$ cat src/rtl/dmem_be_if.sv
// Request/response bundle for the byte-addressable data memory: MEM-stage request,
// pipelined response and sticky error capture.
interface dmem_be_if;
    logic        req_valid;
    logic        req_we;
    logic [1:0]  req_size;
    logic        req_unsigned;
    logic [31:0] req_addr;
    logic [31:0] req_wdata;
    logic        resp_valid;
    logic [31:0] resp_rdata;
    logic        resp_err;
    logic        err_sticky;
    logic [31:0] err_addr;
    logic        err_clr;

    modport master (
        output req_valid, req_we, req_size, req_unsigned, req_addr, req_wdata, err_clr,
        input  resp_valid, resp_rdata, resp_err, err_sticky, err_addr
    );

    modport slave (
        input  req_valid, req_we, req_size, req_unsigned, req_addr, req_wdata, err_clr,
        output resp_valid, resp_rdata, resp_err, err_sticky, err_addr
    );
endinterface

$ cat src/rtl/dmem_be.sv
// Byte-addressable single-port data memory with byte/half/word access, sign/zero
// extension, READ_LAT-deep response pipeline and sticky first-error capture.
module dmem_be #(
    parameter int DEPTH    = 64,
    parameter int READ_LAT = 1
) (
    input  logic     clk,
    input  logic     reset,
    dmem_be_if.slave bus
);

    localparam int          AW      = $clog2(DEPTH);
    localparam logic [29:0] DEPTH_W = 30'(DEPTH);

    logic [31:0] RAM [DEPTH];

    logic [AW-1:0] word_idx;
    logic          err_range;
    logic          err_align;
    logic          req_err;
    logic          wr_en;
    logic [3:0]    lane_en;
    logic [31:0]   wr_data;

    assign word_idx  = bus.req_addr[AW+1:2];
    assign err_range = (bus.req_addr[31:2] >= DEPTH_W);
    assign req_err   = err_range | err_align;
    assign wr_en     = bus.req_valid & bus.req_we & ~req_err;

    always_comb begin
        err_align = 1'b0;
        case (bus.req_size)
            2'b00:   err_align = 1'b0;
            2'b01:   err_align = bus.req_addr[0];
            2'b10:   err_align = (bus.req_addr[1:0] != 2'b00);
            default: err_align = 1'b1;
        endcase
    end

    // Right-aligned store data is replicated across lanes so each lane's
    // write enable alone picks the correct byte.
    always_comb begin
        wr_data = bus.req_wdata;
        case (bus.req_size)
            2'b00:   wr_data = {4{bus.req_wdata[7:0]}};
            2'b01:   wr_data = {2{bus.req_wdata[15:0]}};
            default: wr_data = bus.req_wdata;
        endcase
    end

    for (genvar gi = 0; gi < 4; gi++) begin : g_lane_en
        assign lane_en[gi] = (bus.req_size == 2'b00) ? (bus.req_addr[1:0] == 2'(gi)) :
                             (bus.req_size == 2'b01) ? (bus.req_addr[1] == (gi >= 2)) :
                                                       1'b1;
    end

    // Storage array: byte-lane writes plus registered read, no reset.
    logic [31:0] rd_word_reg;

    always_ff @(posedge clk) begin
        if (wr_en) begin
            for (int b = 0; b < 4; b++) begin
                if (lane_en[b]) begin
                    RAM[word_idx][8*b +: 8] <= wr_data[8*b +: 8];
                end
            end
        end
        rd_word_reg <= RAM[word_idx];
    end

    // First pipeline stage: request attributes aligned with the registered read word.
    logic       s0_valid_reg;
    logic       s0_err_reg;
    logic       s0_load_reg;
    logic [1:0] s0_size_reg;
    logic       s0_unsigned_reg;
    logic [1:0] s0_lane_reg;

    always_ff @(posedge clk or posedge reset) begin
        if (reset) begin
            s0_valid_reg    <= 1'b0;
            s0_err_reg      <= 1'b0;
            s0_load_reg     <= 1'b0;
            s0_size_reg     <= 2'b00;
            s0_unsigned_reg <= 1'b0;
            s0_lane_reg     <= 2'b00;
        end else begin
            s0_valid_reg    <= bus.req_valid;
            s0_err_reg      <= bus.req_valid & req_err;
            s0_load_reg     <= bus.req_valid & ~bus.req_we & ~req_err;
            s0_size_reg     <= bus.req_size;
            s0_unsigned_reg <= bus.req_unsigned;
            s0_lane_reg     <= bus.req_addr[1:0];
        end
    end

    logic [7:0]  lane_byte [4];
    logic [7:0]  sel_byte;
    logic [15:0] sel_half;
    logic [31:0] ext_data;
    logic [31:0] s0_data;

    for (genvar gi = 0; gi < 4; gi++) begin : g_lane_byte
        assign lane_byte[gi] = rd_word_reg[8*gi +: 8];
    end

    always_comb begin
        sel_byte = lane_byte[s0_lane_reg];
        sel_half = s0_lane_reg[1] ? rd_word_reg[31:16] : rd_word_reg[15:0];
        ext_data = rd_word_reg;
        case (s0_size_reg)
            2'b00:   ext_data = {{24{~s0_unsigned_reg & sel_byte[7]}}, sel_byte};
            2'b01:   ext_data = {{16{~s0_unsigned_reg & sel_half[15]}}, sel_half};
            default: ext_data = rd_word_reg;
        endcase
        s0_data = s0_load_reg ? ext_data : 32'h0;
    end

    logic        out_valid;
    logic        out_err;
    logic [31:0] out_data;

    if (READ_LAT == 1) begin : g_lat1
        assign out_valid = s0_valid_reg;
        assign out_err   = s0_err_reg;
        assign out_data  = s0_data;
    end else begin : g_latn
        // Extended data travels through the remaining READ_LAT-1 stages.
        logic        v_reg [READ_LAT-1];
        logic        e_reg [READ_LAT-1];
        logic [31:0] d_reg [READ_LAT-1];

        always_ff @(posedge clk or posedge reset) begin
            if (reset) begin
                for (int k = 0; k < READ_LAT - 1; k++) begin
                    v_reg[k] <= 1'b0;
                    e_reg[k] <= 1'b0;
                    d_reg[k] <= 32'h0;
                end
            end else begin
                v_reg[0] <= s0_valid_reg;
                e_reg[0] <= s0_err_reg;
                d_reg[0] <= s0_data;
                for (int k = 1; k < READ_LAT - 1; k++) begin
                    v_reg[k] <= v_reg[k-1];
                    e_reg[k] <= e_reg[k-1];
                    d_reg[k] <= d_reg[k-1];
                end
            end
        end

        assign out_valid = v_reg[READ_LAT-2];
        assign out_err   = e_reg[READ_LAT-2];
        assign out_data  = d_reg[READ_LAT-2];
    end

    assign bus.resp_valid = out_valid;
    assign bus.resp_err   = out_valid & out_err;
    assign bus.resp_rdata = out_valid ? out_data : 32'h0;

    // Sticky error: a new error in the same cycle as err_clr wins over the clear.
    logic        err_sticky_reg;
    logic [31:0] err_addr_reg;

    always_ff @(posedge clk or posedge reset) begin
        if (reset) begin
            err_sticky_reg <= 1'b0;
            err_addr_reg   <= 32'h0;
        end else if (bus.req_valid && req_err) begin
            err_sticky_reg <= 1'b1;
            if (!err_sticky_reg || bus.err_clr) begin
                err_addr_reg <= bus.req_addr;
            end
        end else if (bus.err_clr) begin
            err_sticky_reg <= 1'b0;
            err_addr_reg   <= 32'h0;
        end
    end

    assign bus.err_sticky = err_sticky_reg;
    assign bus.err_addr   = err_addr_reg;

endmodule

$ cat src/flat_wrapper.sv
// flat-port wrapper written by rule: the top's interface ports become plain ports
module dmem_be_flat 
#(
    parameter int DEPTH    = 64,
    parameter int READ_LAT = 1
)
  (clk, reset, bus_req_valid, bus_req_we, bus_req_size, bus_req_unsigned, bus_req_addr, bus_req_wdata, bus_err_clr, bus_resp_valid, bus_resp_rdata, bus_resp_err, bus_err_sticky, bus_err_addr);
  dmem_be_if bus_i ();
  input  logic clk;
  input  logic reset;
  input wire logic [$bits(bus_i.req_valid)-1:0] bus_req_valid;
  input wire logic [$bits(bus_i.req_we)-1:0] bus_req_we;
  input wire logic [$bits(bus_i.req_size)-1:0] bus_req_size;
  input wire logic [$bits(bus_i.req_unsigned)-1:0] bus_req_unsigned;
  input wire logic [$bits(bus_i.req_addr)-1:0] bus_req_addr;
  input wire logic [$bits(bus_i.req_wdata)-1:0] bus_req_wdata;
  input wire logic [$bits(bus_i.err_clr)-1:0] bus_err_clr;
  output wire logic [$bits(bus_i.resp_valid)-1:0] bus_resp_valid;
  output wire logic [$bits(bus_i.resp_rdata)-1:0] bus_resp_rdata;
  output wire logic [$bits(bus_i.resp_err)-1:0] bus_resp_err;
  output wire logic [$bits(bus_i.err_sticky)-1:0] bus_err_sticky;
  output wire logic [$bits(bus_i.err_addr)-1:0] bus_err_addr;
  assign bus_i.req_valid = bus_req_valid;
  assign bus_i.req_we = bus_req_we;
  assign bus_i.req_size = bus_req_size;
  assign bus_i.req_unsigned = bus_req_unsigned;
  assign bus_i.req_addr = bus_req_addr;
  assign bus_i.req_wdata = bus_req_wdata;
  assign bus_i.err_clr = bus_err_clr;
  assign bus_resp_valid = bus_i.resp_valid;
  assign bus_resp_rdata = bus_i.resp_rdata;
  assign bus_resp_err = bus_i.resp_err;
  assign bus_err_sticky = bus_i.err_sticky;
  assign bus_err_addr = bus_i.err_addr;
  dmem_be #(.DEPTH(DEPTH), .READ_LAT(READ_LAT)) u_core (.clk(clk), .reset(reset), .bus(bus_i));
endmodule
$ cat config.mk
export PLATFORM = sky130hd
export DESIGN_NAME = dmem_be_flat
export DESIGN_NICKNAME = d
export VERILOG_FILES = /design/src/rtl/dmem_be_if.sv /design/src/rtl/dmem_be.sv /design/src/flat_wrapper.sv
export SDC_FILE = /design/constraint.sdc
export NUM_CORES = 2
export LEC_CHECK = 0
export BUFFER_PORTS_ARGS = -buffer_cell sky130_fd_sc_hd__buf_2
export CORE_MARGIN = 1
export CORE_UTILIZATION = 25
export CTS_CLUSTER_SIZE = 8
export DETAILED_ROUTE_END_ITERATION = 7
export SLEW_MARGIN = 25
export SYNTH_ARGS = -nofsm -noshare
export SYNTH_HDL_FRONTEND = slang
export SYNTH_SLANG_ARGS = --single-unit
$ cat constraint.sdc
create_clock -name clk -period 2.2 [get_ports clk]
set_input_delay 0.44 -clock clk [delete_from_list [all_inputs] [get_ports clk]]
set_output_delay 0.44 -clock clk [all_outputs]
set_load 0.005 [all_outputs]
Yosys cells after proc, flatten, opt, wreduce, memory -nomap -nowiden
Memory sizes are Yosys's and may differ from the RTL's. A register that Yosys moved wholly into a read port is not among the register bits.
Index checks and enable logic that the tools add are counted.
{"block": "op_classes", "multipliers": 0, "muxes": 32, "shifts": 0, "order_cmp": 2, "addsub": 0, "div": 0, "n_bitwise": 14, "reduce_logical": 9, "n_eq_ne": 7}
{"op": "$mux 32", "n": 5}
{"op": "$pmux 32 s2", "n": 2}
{"op": "$ge 30x7->1 const B", "n": 1}
{"op": "$mux 1", "n": 20}
{"op": "$bmux 8 s2", "n": 1}
{"op": "$mux 16", "n": 1}
{"op": "$mux 8", "n": 2}
{"op": "$and 1x1->1", "n": 8}
{"op": "$eq 2x1->1 const B", "n": 3}
{"op": "$eq 2x2->1 const B", "n": 3}
{"op": "$logic_not 2->1", "n": 3}
{"op": "$not 1->1", "n": 4}
{"op": "$reduce_bool 2->1", "n": 2}
{"op": "$ge 3x3->1 const B", "n": 1}
{"op": "$not 2->3", "n": 1}
{"op": "$pmux 1 s3", "n": 1}
{"op": "$ne 2x2->1 const B", "n": 1}
{"op": "$reduce_and 2->1", "n": 1}
{"op": "$logic_and 1x1->1", "n": 1}
{"op": "$logic_not 1->1", "n": 1}
{"op": "$logic_or 1x1->1", "n": 1}
{"op": "$or 1x1->1", "n": 1}
{"block": "totals", "latchBits": 0, "mem_bits_rw": 2048, "out_inout_bits": 67, "rom_bits": 0, "mem_count": 1, "reg_bits": 41, "inputBits": 72, "elab_cells": 73}
{"memory": "u_core.RAM", "words": 64, "width": 32, "rd": 1, "rd_clocked_by_memory_dff": 1, "write_ports": 1, "line_no": "dmem_be.sv:15", "rtl": "logic [31:0] RAM [DEPTH];"}

Longest topological paths before layout
{"block": "logic_depth", "word_depth": 8, "ltp_mapped": 9, "depth_no_buf": 5}

Worst setup path after synthesis
Ideal clock, no wire load.
{"block": "synth_path", "kind": "input port to flip-flop", "startpoint": "input bus_req_size[1]", "endpoint": "memory u_core.RAM[0][24], data pin", "stages": 3, "arrival_time_ps": 3461, "required_time_ps": 1499, "setup_ps": 701, "n_path_buf": 2, "setup_slack_ps": -1963, "cell_sequence": "buf_1 -> clkbuf_1 -> o21ai_0"}
{"block": "synth_via", "elab_chain_cells": 2, "word_cells_on_any_way": 3, "cone_classes": "eq/ne: 1; mux: 1; reduce/logical: 1"}
{"item": "from (decl)", "line_no": "flat_wrapper.sv:13", "rtl": "input wire logic [$bits(bus_i.req_size)-1:0] bus_req_size;"}
{"item": "$eq 2x1->1 / $logic_not 2->1 (equally long branches)", "line_no": "dmem_be.sv:44", "rtl": "case (bus.req_size)"}
{"item": "$pmux 32 s2 *", "line_no": "dmem_be.sv:44"}
{"item": "net u_core.wr_data[24]", "line_no": "dmem_be.sv:23", "rtl": "logic [31:0] wr_data;"}
{"item": "to (decl)", "line_no": "dmem_be.sv:15"}
Mark *: on every way through the listed nets, which the timed path passes. The rest lies on a longest branch.

Worst setup path in the final report
{"block": "layout_path", "startpoint": "register u_core.rd_word_reg[15] (read register of u_core.RAM)", "endpoint": "output bus_resp_rdata[20]"}
{"block": "layout_via", "elab_chain_cells": 7, "word_cells_on_any_way": 9, "cone_classes": "mux: 7; bitwise: 2"}
{"item": "from (decl)", "line_no": "dmem_be.sv:58", "rtl": "logic [31:0] rd_word_reg;"}
{"item": "$bmux 8 s2", "line_no": "dmem_be.sv:108", "rtl": "sel_byte = lane_byte[s0_lane_reg];"}
{"item": "$mux 8 (not written as such) (2 in a row)", "line_no": "dmem_be.sv:108"}
{"item": "$and 1x1->1", "line_no": "dmem_be.sv:112", "rtl": "2'b00: ext_data = {{24{~s0_unsigned_reg & sel_byte[7]}}, sel_byte};"}
{"item": "$pmux 32 s2 *", "line_no": "dmem_be.sv:111", "rtl": "case (s0_size_reg)"}
{"item": "$mux 32 *", "line_no": "dmem_be.sv:116", "rtl": "s0_data = s0_load_reg ? ext_data : 32'h0;"}
{"item": "$mux 32 *", "line_no": "dmem_be.sv:159", "rtl": "assign bus.resp_rdata = out_valid ? out_data : 32'h0;"}
{"item": "to (decl)", "line_no": "flat_wrapper.sv:19", "rtl": "output wire logic [$bits(bus_i.resp_rdata)-1:0] bus_resp_rdata;"}
Every way passes the cells marked *; elsewhere a longest branch is shown, timed or not. The select of a mux whose other input is x is not followed.

==> flow_summary.toml <==
[status]
status = "finished, violations left"
violations = "setup timing"

[synth]
async_reset_ff_frac = 0.0193
ys_ff_latch = 2121
syn_area_um2 = 81300
synth_fp_nets = 4386
ys_types = 57
synth_ff_type = "edfxtp_1"
syn_avg_cell_area_um2 = 18.8
netlist_instances = 4314
synth_edf_count = 2048
ys_warn_count = 0
yosysSeqAreaShare = 0.777

[cts]
cts-buffers-inserted = 316
cts-root-buf = "clkbuf_16"
clkTransAtPathRegs_ps = 50
cts_sinks = 2121
clock_path_buffers = 4
clk_latency_ps = 940
htreeDepth = 5
tritoncts = "built"

[detailed_routing]
drt_iter0_markers = 5902
detail-route-antenna-nets = 0
vias = 48100
wl_per_cell_um = 25.9
drc = 0
routed_wirelength_um = 257000
first_pass_iters = 6
via_per_inst = 4.86

[critical_path]
cpMostUsedCell = "a21oi_4"
r2r_cells = 8
crit_fanout = 8
crit_slowest_cell = "mux4_2"
end_kind = "output pin"
critPathKind = "reg2out"
rrSetupSlack_ps = 80
max_stage_delay_ps = 490
cp_cell_sequence = "buf_12, mux4_2, a21oi_4, a21oi_4, o21ai_4, a21oi_2, buf_2"
start_kind = "flop"
crit_arrival_ps = 2510
worstPathRequired_ps = 1760

[floorplan]
core_region_area_um2 = 324000
die_w_um = 572
io_pins = 139
die_area_um2 = 328000
rows = 209
initial_core_util = 0.251
die_y_um = 572

[global_routing]
antenna_found_initial = 7
grt_pass1_wl_um = 359000
grt-ovfl-total = 0
grt_pass1_vias = 47900
grt_max_degree = 65
gr-usage-all-layers = 0.153

[timing]
hold_viol = 0
fin_crit_ps = 2950
max_freq_mhz = 339
setup_ws_ps = -751
setup_viol = 32
slew_headroom = 0.493
finalCritPeriodShare = 1.34
drv_slew = 0
worst-slew-pin-transition_ps = 758
clock_skew_ps = 76.5
rsz0062_at_grt = "true"
setup_tns_ps = -22190

[hold_path]
min_path_type = "in2reg"
hold_depth = 5

[placement]
post-place-ws_ps = -977
dp_hpwl_um = 178000
place_congestion = 0.905
portBuffers = 138

[layout]
largest_register_ffs = 2048
finalNetCount = 5498
fillers = 30900
drive_gt1_frac = 0.321
utilization = 0.323
flow.area_growth_from_synthesis_pct = 28.8

[pwr]
peakVddDrop_mv = 0.600
p_leak_nw = 34.5
pwr_density_cell_nw_per_um2 = 894

[job]
drv_cap = 0
-- power breakdown --
part           switching, W  internal, W
combinational       0.00358      0.00229
clock                0.0163       0.0264
sequential         0.000275       0.0448
-- cell type report --
cell class                 count  area, um^2  area share
sequential                  2121       63200       0.603
multi-input combinational   1877       17300       0.165
timing repair buffer        1078       10100      0.0967
clock buffer                 444        8540      0.0815
tap                         4325        5410      0.0517
inverter                      32         131     0.00125
clock inverter                 8        67.6    0.000645
antenna                        4        10.0   0.0000956
-- worst paths after layout --
| kind | from | to |
|---|---|---|
| setup / recovery | u_core.rd_word_reg[15]$_DFF_P_ | bus_resp_rdata[20] |
| hold reg to reg | u_core.bus.err_addr[31]$_DFFE_PP0P_ | u_core.bus.err_addr[31]$_DFFE_PP0P_ |
| setup reg to reg | u_core.RAM[35][21]$_DFFE_PP_ | u_core.rd_word_reg[21]$_DFF_P_ |
| max in group asynchronous | reset | u_core.bus.err_addr[6]$_DFFE_PP0P_ |
| min in group asynchronous | reset | u_core.s0_lane_reg[0]$_DFF_PP0_ |
| hold / removal | bus_req_addr[18] | u_core.s0_load_reg$_DFF_PP0_ |
-- kinds of logic (layout without fill, tap and decap cells) --
family,after synthesis,in the layout,share of synthesized area
flip-flops,2121,2121,0.777
buffers and inverters,317,1562,0.0192
multiplexers,542,542,0.107
other,0,4,0
AND/OR/NAND/NOR,596,596,0.0317
AO/OA/AOI/OAI,738,739,0.0657
-- layer usage --
| metal | part of all wire | GRT usage |
|---|---|---|
| met1 | 0.39 | 0.199 |
| met2 | 0.47 | 0.244 |
| met3 | 0.095 | 0.0338 |
| met4 | 0.046 | 0.0680 |
| met5 | 0.00011 | 0 |
-- worst max-delay path: cells and delay by family (launching register included) --
kind,cells,cell delay (ps)
muxes,1,490
buffers and inverters,2,280
AOI/OAI and AO/OA,4,510
DFF,1,330
-- layout by cell type, fill, tap and decap left out, types with 133 or more instances in the layout --
cell / synthesis / routed
a221oi_1: 136 / 133
a22oi_1: 244 / 244
buf_12: 0 / 180
buf_2: 99 / 135
buf_4: 24 / 724
clkbuf_16: 0 / 322
edfxtp_1: 2048 / 2048
mux2i_1: 263 / 262
mux4_2: 257 / 257
nor2_1: 369 / 316
-- synthesized netlist by cell type, drive strengths merged (41+ instances only) --
| master | number | share of area |
|---|---|---|
| nand2 | 112 | 0.0052 |
| edfxtp | 2048 | 0.76 |
| o22ai | 119 | 0.0092 |
| mux4 | 257 | 0.071 |
| mux2i | 263 | 0.032 |
| o21ai | 82 | 0.0053 |
| a221oi | 136 | 0.015 |
| buf | 149 | 0.011 |
| dfrtp | 41 | 0.013 |
| nand4 | 63 | 0.0048 |
| a22oi | 244 | 0.023 |
| a21oi | 60 | 0.0039 |
| nor2 | 369 | 0.017 |
| clkbuf | 136 | 0.0063 |
-- repair_timing --
item / in CTS / in global routing
buffers inserted: 2 / 0
cloned: 1 / 0
resized for setup: 43 / 11
endpoints found under the hold margin: 75 / 0
setup endpoints to repair: 33 / 49
hold buffers: 34 / 0
pin swaps: 2 / 0
-- through the flow --
step           cell area, um^2  hold WS, ps  cells  total power, W
3_5_place_dp             95600          356   9396          0.0515
2_1_floorplan            81700          471   4314          0.0481
3_3_place_gp             95600          348   9396          0.0515
5_1_grt                 105000         17.5   9886          0.0959
6_report                105000         52.0   9889          0.0936
4_1_cts                 105000         1.85   9885          0.0940
Power figures use the tool's default switching activity.
